`config.mk`:
```
export PLATFORM = sky130hd
export DESIGN_NAME = j1_loader_flat
export DESIGN_NICKNAME = d
export VERILOG_FILES = /design/src/rtl/j1_loader_if.sv /design/src/rtl/j1_loader.sv /design/src/flat_wrapper.sv
export SDC_FILE = /design/constraint.sdc
export NUM_CORES = 1
export LEC_CHECK = 0
export CORE_MARGIN = 1.5
export CORE_UTILIZATION = 40
export CTS_BUF_LIST = sky130_fd_sc_hd__clkbuf_16
export DETAILED_ROUTE_END_ITERATION = 12
export GPL_TIMING_DRIVEN = 0
export PLACE_DENSITY_LB_ADDON = 0.05
export RECOVER_POWER = 25
export SYNTH_ARGS = -nofsm -noshare
export SYNTH_HDL_FRONTEND = slang
export SYNTH_SLANG_ARGS = --single-unit
```
`constraint.sdc`:
```
create_clock -name sys_clk_i -period 6.5 [get_ports sys_clk_i]
set_input_delay 1.3 -clock sys_clk_i [delete_from_list [all_inputs] [get_ports sys_clk_i]]
set_output_delay 1.3 -clock sys_clk_i [all_outputs]
set_load 0.005 [all_outputs]
```
`src/rtl/j1_loader_if.sv`:
```
// Byte-stream and RAM write-port bundle for the J1 boot/reload loader.
// The host link side (rx_*) and the program RAM write port (ram_*) travel
// together because the loader is the only thing between them.
interface j1_loader_if;

    // host byte link
    logic [7:0]  rx_data;
    logic        rx_valid;
    logic        rx_ready;

    // dedicated RAM write port (8K x 16)
    logic [12:0] ram_addr;
    logic [15:0] ram_data;
    logic        ram_we;

    // master: host byte source / RAM, i.e. everything outside the loader
    modport master (
        output rx_data,
        output rx_valid,
        input  rx_ready,
        input  ram_addr,
        input  ram_data,
        input  ram_we
    );

    // slave: the loader itself
    modport slave (
        input  rx_data,
        input  rx_valid,
        output rx_ready,
        output ram_addr,
        output ram_data,
        output ram_we
    );

endinterface

```
`src/rtl/j1_loader.sv`:
```
// j1_loader: holds the J1 in reset while a program image arrives as a byte
// frame (LEN_LO, LEN_HI, N words lo/hi, CHK), writes each word into program
// RAM, checks the XOR checksum and then releases the CPU to run from 0.
module j1_loader #(
    parameter bit          AUTOLOAD = 1'b1,
    parameter int unsigned TIMEOUT  = 1_000_000
) (
    input  logic        sys_clk_i,
    input  logic        sys_rst_i,
    j1_loader_if.slave  bus,
    input  logic        load_req,
    output logic        cpu_rst_o,
    output logic        busy,
    output logic        done,
    output logic        error
);

    // Timer wide enough to hold TIMEOUT-1; a 1-bit dummy when the timeout is off.
    localparam int TW = (TIMEOUT > 1) ? $clog2(TIMEOUT + 1) : 1;

    typedef enum logic [3:0] {
        S_IDLE,
        S_LEN_LO,
        S_LEN_HI,
        S_DATA_LO,
        S_DATA_HI,
        S_WRITE,
        S_CHK,
        S_RUN,
        S_ERROR
    } state_t;

    localparam state_t RESET_STATE = AUTOLOAD ? S_LEN_LO : S_IDLE;

    state_t        state_q, state_d;
    logic [15:0]   wordCount_q, wordCount_d;
    logic [15:0]   wordIdx_q, wordIdx_d;
    logic [7:0]    loByte_q, loByte_d;
    logic [15:0]   dataWord_q, dataWord_d;
    logic [7:0]    xor_q, xor_d;
    logic [TW-1:0] timer_q, timer_d;
    logic          done_q, done_d;
    logic          error_q, error_d;

    logic          rxReady_q, rxReady_d;
    logic          busy_q, busy_d;
    logic          cpuRst_q, cpuRst_d;
    logic          ramWe_q, ramWe_d;

    logic          accept;
    logic [15:0]   lastIdx;
    logic          timedState;
    logic          timeoutHit;

    assign accept     = rxReady_q & bus.rx_valid;
    assign lastIdx    = wordCount_q - 16'd1;
    assign timedState = (state_q == S_LEN_HI) || (state_q == S_DATA_LO) ||
                        (state_q == S_DATA_HI) || (state_q == S_CHK);
    assign timeoutHit = (TIMEOUT != 0) && (timer_q == TW'(TIMEOUT - 1));

    // Next-state, frame bookkeeping and registered-output decode for the loader FSM.
    always_comb begin
        state_d     = state_q;
        wordCount_d = wordCount_q;
        wordIdx_d   = wordIdx_q;
        loByte_d    = loByte_q;
        dataWord_d  = dataWord_q;
        xor_d       = xor_q;
        timer_d     = '0;
        done_d      = done_q;
        error_d     = error_q;

        case (state_q)
            S_IDLE: begin
                state_d = S_RUN;
            end
            S_LEN_LO: begin
                if (accept) begin
                    wordCount_d[7:0] = bus.rx_data;
                    xor_d            = xor_q ^ bus.rx_data;
                    state_d          = S_LEN_HI;
                end
            end
            S_LEN_HI: begin
                if (accept) begin
                    wordCount_d[15:8] = bus.rx_data;
                    xor_d             = xor_q ^ bus.rx_data;
                    if ({bus.rx_data, wordCount_q[7:0]} == 16'd0) begin
                        state_d = S_CHK;
                    end else begin
                        state_d = S_DATA_LO;
                    end
                end
            end
            S_DATA_LO: begin
                if (accept) begin
                    loByte_d = bus.rx_data;
                    xor_d    = xor_q ^ bus.rx_data;
                    state_d  = S_DATA_HI;
                end
            end
            S_DATA_HI: begin
                if (accept) begin
                    dataWord_d = {bus.rx_data, loByte_q};
                    xor_d      = xor_q ^ bus.rx_data;
                    state_d    = S_WRITE;
                end
            end
            S_WRITE: begin
                if (wordIdx_q == lastIdx) begin
                    state_d = S_CHK;
                end else begin
                    wordIdx_d = wordIdx_q + 16'd1;
                    state_d   = S_DATA_LO;
                end
            end
            S_CHK: begin
                if (accept) begin
                    if (bus.rx_data == xor_q) begin
                        state_d = S_RUN;
                        done_d  = 1'b1;
                    end else begin
                        state_d = S_ERROR;
                        error_d = 1'b1;
                    end
                end
            end
            S_RUN, S_ERROR: begin
                if (load_req) begin
                    state_d   = S_LEN_LO;
                    wordIdx_d = '0;
                    xor_d     = '0;
                    done_d    = 1'b0;
                    error_d   = 1'b0;
                end
            end
            default: begin
                state_d = RESET_STATE;
            end
        endcase

        // An accepted byte always wins over an expiring timer.
        if (timedState && !accept) begin
            if (timeoutHit) begin
                state_d = S_ERROR;
                error_d = 1'b1;
            end else begin
                timer_d = timer_q + 1'b1;
            end
        end

        rxReady_d = (state_d == S_LEN_LO) || (state_d == S_LEN_HI) ||
                    (state_d == S_DATA_LO) || (state_d == S_DATA_HI) ||
                    (state_d == S_CHK);
        busy_d    = rxReady_d || (state_d == S_WRITE);
        cpuRst_d  = (state_d != S_RUN);
        ramWe_d   = (state_d == S_WRITE);
    end

    // State and output registers; outputs hold their quiet values while reset is held.
    always_ff @(posedge sys_clk_i) begin
        if (sys_rst_i) begin
            state_q     <= RESET_STATE;
            wordCount_q <= '0;
            wordIdx_q   <= '0;
            loByte_q    <= '0;
            dataWord_q  <= '0;
            xor_q       <= '0;
            timer_q     <= '0;
            done_q      <= 1'b0;
            error_q     <= 1'b0;
            rxReady_q   <= 1'b0;
            busy_q      <= 1'b0;
            cpuRst_q    <= 1'b1;
            ramWe_q     <= 1'b0;
        end else begin
            state_q     <= state_d;
            wordCount_q <= wordCount_d;
            wordIdx_q   <= wordIdx_d;
            loByte_q    <= loByte_d;
            dataWord_q  <= dataWord_d;
            xor_q       <= xor_d;
            timer_q     <= timer_d;
            done_q      <= done_d;
            error_q     <= error_d;
            rxReady_q   <= rxReady_d;
            busy_q      <= busy_d;
            cpuRst_q    <= cpuRst_d;
            ramWe_q     <= ramWe_d;
        end
    end

    assign bus.rx_ready = rxReady_q;
    assign bus.ram_we   = ramWe_q;
    assign bus.ram_addr = wordIdx_q[12:0];
    assign bus.ram_data = dataWord_q;
    assign cpu_rst_o    = cpuRst_q;
    assign busy         = busy_q;
    assign done         = done_q;
    assign error        = error_q;

endmodule

```
`src/flat_wrapper.sv`:
```
// flat-port wrapper written by rule: the top's interface ports become plain ports
module j1_loader_flat 
#(
    parameter bit          AUTOLOAD = 1'b1,
    parameter int unsigned TIMEOUT  = 1_000_000
)
  (sys_clk_i, sys_rst_i, load_req, cpu_rst_o, busy, done, error, bus_rx_data, bus_rx_valid, bus_rx_ready, bus_ram_addr, bus_ram_data, bus_ram_we);
  j1_loader_if bus_i ();
  input  logic sys_clk_i;
  input  logic sys_rst_i;
  input  logic load_req;
  output logic cpu_rst_o;
  output logic busy;
  output logic done;
  output logic error;
  input wire logic [$bits(bus_i.rx_data)-1:0] bus_rx_data;
  input wire logic [$bits(bus_i.rx_valid)-1:0] bus_rx_valid;
  output wire logic [$bits(bus_i.rx_ready)-1:0] bus_rx_ready;
  output wire logic [$bits(bus_i.ram_addr)-1:0] bus_ram_addr;
  output wire logic [$bits(bus_i.ram_data)-1:0] bus_ram_data;
  output wire logic [$bits(bus_i.ram_we)-1:0] bus_ram_we;
  assign bus_i.rx_data = bus_rx_data;
  assign bus_i.rx_valid = bus_rx_valid;
  assign bus_rx_ready = bus_i.rx_ready;
  assign bus_ram_addr = bus_i.ram_addr;
  assign bus_ram_data = bus_i.ram_data;
  assign bus_ram_we = bus_i.ram_we;
  j1_loader #(.AUTOLOAD(AUTOLOAD), .TIMEOUT(TIMEOUT)) u_core (.sys_clk_i(sys_clk_i), .sys_rst_i(sys_rst_i), .bus(bus_i), .load_req(load_req), .cpu_rst_o(cpu_rst_o), .busy(busy), .done(done), .error(error));
endmodule
```
Yosys cells after proc, flatten, opt, wreduce, memory -nomap -nowiden
Index checks and enable logic that the tools add are counted.

cells by class
  add/subtract/negate cells = 3
  equality and inequality tests = 23
  multiplexer cells = 28
  bitwise gates (word level) = 3
  reductions and logical operators = 25

operators by type and width
  operator                                                              count
  4-bit two-way mux                                                     9
  16-bit two-way mux                                                    2
  16-bit one-hot mux with 2 select lines                                1
  4-bit one-hot mux with 8 select lines                                 1
  4-bit by 3-bit == test with 1-bit output, second input constant       7
  20-bit by 1-bit adder with 20-bit output, second input constant       1
  20-bit == test, second input constant                                 1
  16-bit by 1-bit adder with 16-bit output, second input constant       1
  16-bit == test                                                        1
  4-bit by 2-bit == test with 1-bit output, second input constant       4
  16-bit logical NOT                                                    1
  8-bit two-way mux                                                     2
  8-bit one-hot mux with 2 select lines                                 1
  16-bit by 1-bit subtractor with 16-bit output, second input constant  1
  4-bit by 1-bit == test with 1-bit output, second input constant       2
  8-bit == test                                                         1
  1-bit logical OR                                                      8
  1-bit two-way mux                                                     8
  2-bit AND reduction                                                   4
  8-bit XOR                                                             1
  3-bit two-way mux                                                     2
  2-bit != test, second input constant                                  3
  3-bit AND reduction                                                   2
  2-bit nonzero test                                                    3
  13 further kinds                                                      15

word-level totals
  register bits = 94
  input port bits = 12
  output and inout port bits = 35
  word-level logic and storage cells = 96

Longest topological paths before layout
  word-level depth = 12
  gate-level depth with buffers = 12
  gate-level depth less buffers = 10

Worst setup path after synthesis
No wires, ideal clock.

  path type = in2reg
  start point = in bus_rx_data[7]
  end point = reg u_core.cpuRst_q (netlist: u_core.cpu_rst_o)
  library setup time = 117 ps
  data arrival time = 3069 ps
  data required time = 6383 ps
  setup slack = 3314 ps
  stages on the path = 9
  path buffers = 1
  cell sequence = clkbuf_1 -> xor2_1 -> nor4_1 -> nand4_1 -> and2_1 -> o31ai_1 -> a31oi_4 -> a211o_2 -> nand2b_1

between the ends
  longest elaborated chain between the ends = 7
  elaborated cells on any way between the ends = 10
  classes of those cells = eq/ne (2); mux (7); reduce/logical (1)

RTL lines
  item                                                           RTL line                           source
  from (decl)                                                    flat_wrapper.sv:16                 input wire logic [$bits(bus_i.rx_data)-1:0] bus_rx_data;
  8-bit == test / 16-bit logical NOT (equally long branches)     j1_loader.sv:119, j1_loader.sv:88
  4-bit two-way mux / 3-bit two-way mux (equally long branches)  j1_loader.sv:119, j1_loader.sv:88
  4-bit two-way mux (on tied branches)                           j1_loader.sv:118, j1_loader.sv:85
  4-bit one-hot mux with 8 select lines *                        j1_loader.sv:73                    case (state_q)
  4-bit two-way mux                                              j1_loader.sv:144                   if (timeoutHit) begin
  4-bit two-way mux *                                            j1_loader.sv:143                   if (timedState && !accept) begin
  4-bit by 3-bit != test with 1-bit output *                     j1_loader.sv:156                   cpuRst_d = (state_d != S_RUN);
  to (signal assigned)                                           j1_loader.sv:188                   cpuRst_q <= cpuRst_d;
  to (decl)                                                      j1_loader.sv:47                    logic cpuRst_q, cpuRst_d;

Every way passes the cells marked *; elsewhere a longest branch is shown, timed or not.
A chain may end at the register's enable or synchronous reset.

Final worst setup path
  start point = in bus_rx_data[4]
  end point = reg u_core.cpuRst_q (netlist: u_core.cpu_rst_o)

Same word-level chain as after synthesis.

==> flow_metrics.py <==
metrics = {
    "placed_design": {
        "port_buffers": 42,
        "dpl.hpwl_um": 8789,
        "gp_congestion": 0.8692,
        "place_ws_ns": 2.454,
    },
    "synth": {
        "ys_warn_count": 0,
        "synthArstFlopShare": 0,
        "synth_area_leaders": "dfxtp_1 (39%), nor2_1 (6.5%), a21oi_1 (5.1%), nand2_1 (4.9%), mux2i_1 (4.4%)",
        "synth-edff-count": 0,
        "yosysTopAreaCellShare": 0.3923,
        "avgSynthCellArea_um2": 8.090,
        "ys_ff_latch": 94,
        "synthFlopType": "dfxtp_1",
        "synth_area_um2": 4797,
        "synth_nets": 608,
        "yosys.area.top_type": "dfxtp_1",
        "yosysSeqAreaShare": 0.3923,
        "syn_inst": 593,
        "synth_cell_type_count": 58,
    },
    "clocking": {
        "tritoncts": "yes",
        "htree_levels": 3,
        "root_buffer": "clkbuf_16",
        "clockBufferDepth": 2,
        "cts_resized": 0,
        "clock_latency_ns": 0.35,
        "cts_sinks": 94,
        "post_cts_buffers": 0,
        "holdBufCountCts": 0,
        "clk_pin_slew_ns": 0.06,
        "numCtsBuffers": 9,
    },
    "die": {
        "start_util": 0.4148,
        "die_x_um": 112.5,
        "die-area_um2": 12660,
        "rows": 39,
        "io_pins": 47,
        "core_area_um2": 11560,
        "dieHeight_um": 112.5,
    },
    "finish": {
        "diodes": 0,
        "synthToLayoutAreaGrowth_pct": 17.87,
        "ff_latch_area_um2": 1882,
        "final_common_cell": "dfxtp_1",
        "drive_above_1_share": 0.06452,
        "multi_input_area_um2": 2614,
        "num-nets-final": 661,
        "layout_common_cells": "dfxtp_1 (94), nor2_1 (83), nand2_1 (63)",
        "fillers": 1163,
    },
    "sta": {
        "fin_ws_ns": 2.787,
        "rsz0062_at_grt": "no",
        "slew_headroom": 0.2658,
        "fmax_ghz": 0.2693,
        "hold_violations": 0,
        "fin_setup_tns_ns": 0,
        "setup_viol": 0,
        "slew_viol_final": 0,
        "min_period_over_period": 0.5713,
        "period_minus_slack_ns": 3.713,
        "tightest_slew_ns": 1.091,
        "fin_skew_ns": 0.007546,
    },
    "power": {
        "p_leak_nw": 2.083,
        "p_sw_frac": 0.3058,
        "p_sw_uw": 434.7,
        "power_frac_seq": 0.444,
        "p_comb_frac": 0.222,
        "p_int_uw": 987.0,
        "ir_drop_v": 0.0001487,
        "powerDensity_nw_per_um2": 251.4,
        "clock_power_share": 0.334,
    },
    "drt": {
        "drt-total-wl_um": 12080,
        "first_iter_violations": 270,
        "drc_errors": 0,
        "drtPass1Iterations": 7,
        "via_count": 4207,
        "ant_nets": 0,
        "wire_per_inst_um": 15.21,
        "vias_per_cell": 5.298,
    },
    "grt": {
        "grt_pass1_vias": 4082,
        "antenna_found_initial": 0,
        "grt_use_total": 0.1993,
        "grt_start_max_net_pins": 15,
        "overflow": 0,
        "grt_pass1_wl_um": 20130,
    },
    "worst_setup_path": {
        "end_kind": "flip-flop",
        "critPathKind": "input pin to flip-flop",
        "arrival_ns": 3.94,
        "cp-start-kind": "input pin",
        "crit_required_ns": 6.73,
        "crit_fanout": 7,
    },
    "min_path": {
        "hp-class": "flip-flop to flip-flop",
    },
    "run_status": {
        "status": "complete, no violations",
    },
    "job": {
        "maxCapViolations": 0,
    },
}
==> final cells by class <==
class | instances | share of cell area
Sequential cell | 94 | 0.3328
Clock buffer | 9 | 0.03983
Tap cell | 143 | 0.03164
Buffer | 48 | 0.04404
Inverter | 14 | 0.009294
Clock inverter | 7 | 0.005753
Multi-Input combinational cell | 437 | 0.4623
Timing Repair Buffer | 42 | 0.07435
==> power groups by stage <==
| stage | registers, mW | logic (mW) | clock network, mW |
|---|---|---|---|
| final | 0.631 | 0.316 | 0.475 |
| after global routing | 0.634 | 0.352 | 0.510 |
| after CTS | 0.630 | 0.315 | 0.484 |
| after detailed placement | 0.643 | 0.313 | 0 |
| after global placement | 0.642 | 0.309 | 0 |
| after floorplan | 0.636 | 0.237 | 0 |
==> logic make-up (layout without fill, tap and decap cells) <==
group                      count (synthesis)  after routing  share of synthesized area
and+or+nand+nor                          264            264                     0.2775
AOI/OAI and AO/OA                        107            107                     0.1362
DFF                                       94             94                     0.3923
buffers and inverters                     62            120                    0.06286
xor gates and xnor gates                  42             42                    0.07955
muxes                                     21             21                    0.04382
adders and majority gates                  3              3                   0.007826
==> worst max-delay path, cell delays in order <==
cell and delay (ns):
clkdlybuf4s50_1 0.60, nor2b_1 0.25, nor4_1 0.27, nand4_1 0.30, and2_1 0.26, o31ai_1 0.40
a31oi_4 0.08, a211o_2 0.32, nand2b_1 0.16
==> synthesized netlist by cell type (2+ instances only) <==
cell / instances
mux2i_1: 21
or4_1: 5
nand2_1: 63
a21o_1: 2
o21bai_1: 3
a22oi_1: 2
a21oi_1: 49
dfxtp_1: 94
xnor2_1: 17
and3_1: 12
a2111oi_0: 2
o211ai_1: 6
nor2_1: 83
or3_1: 13
nor3_1: 10
o21a_1: 2
nand3_1: 17
nand4_1: 11
buf_6: 2
or4b_2: 2
nand3b_1: 4
a32o_1: 2
nor2b_1: 7
o21ai_0: 20
o31ai_1: 3
o22ai_1: 2
xor2_1: 24
ha_1: 3
and2_1: 8
o21ai_1: 2
inv_1: 14
clkbuf_1: 30
nand2b_1: 6
nor4_1: 10
and4_1: 3
a31oi_1: 3
buf_4: 14
o31a_1: 2
==> stage by stage <==
stage / instances / instance area [um^2] / util / hold WS, ns / total power, mW
5_1_grt: 794 / 5654 / 0.4889 / 0.4780 / 1.495
2_1_floorplan: 593 / 4797 / - / 0.4299 / 0.8731
6_report: 794 / 5654 / 0.4889 / 0.4475 / 1.422
3_5_place_dp: 778 / 5396 / 0.4666 / 0.4483 / 0.9559
3_3_place_gp: 778 / 5396 / 0.4666 / 0.4413 / 0.9510
4_1_cts: 794 / 5654 / 0.4889 / 0.4530 / 1.429
==> state kept, by name (all words and copies together), names as in the netlist <==
| register | cells |
|---|---|
| u_core.bus.ram_data | 16 |
| u_core.bus.ram_we | 1 |
| u_core.bus.rx_ready | 1 |
| u_core.busy | 1 |
| u_core.cpu_rst_o | 1 |
| u_core.done | 1 |
| u_core.error | 1 |
| u_core.loByte_q | 8 |
| u_core.state_q | 4 |
| u_core.timer_q | 20 |
| u_core.wordCount_q | 16 |
| u_core.wordIdx_q | 16 |
| u_core.xor_q | 8 |
==> per-layer routing <==
metal	share of wire	up-vias	GRT usage	routed length [um]
met5	0	-	0	0
met4	0.023	0	0.09198	281
met3	0.026	22	0.02862	319
met2	0.44	72	0.3157	5369
met1	0.51	1960	0.2693	6106
li1	-	2153	-	-
==> final timing paths <==
path | from | to | slack, ns | cells after the start
hold / removal | u_core.loByte_q[6] | u_core.bus.ram_data[6] | 0.45 | 2
setup / recovery | bus_rx_data[4] | u_core.cpu_rst_o | 2.79 | 9
hold reg to reg | u_core.loByte_q[6] | u_core.bus.ram_data[6] | 0.45 | 2
setup reg to reg | u_core.wordCount_q[0] | u_core.wordIdx_q[0] | 3.37 | 12
Power figures use the tool's default switching activity.
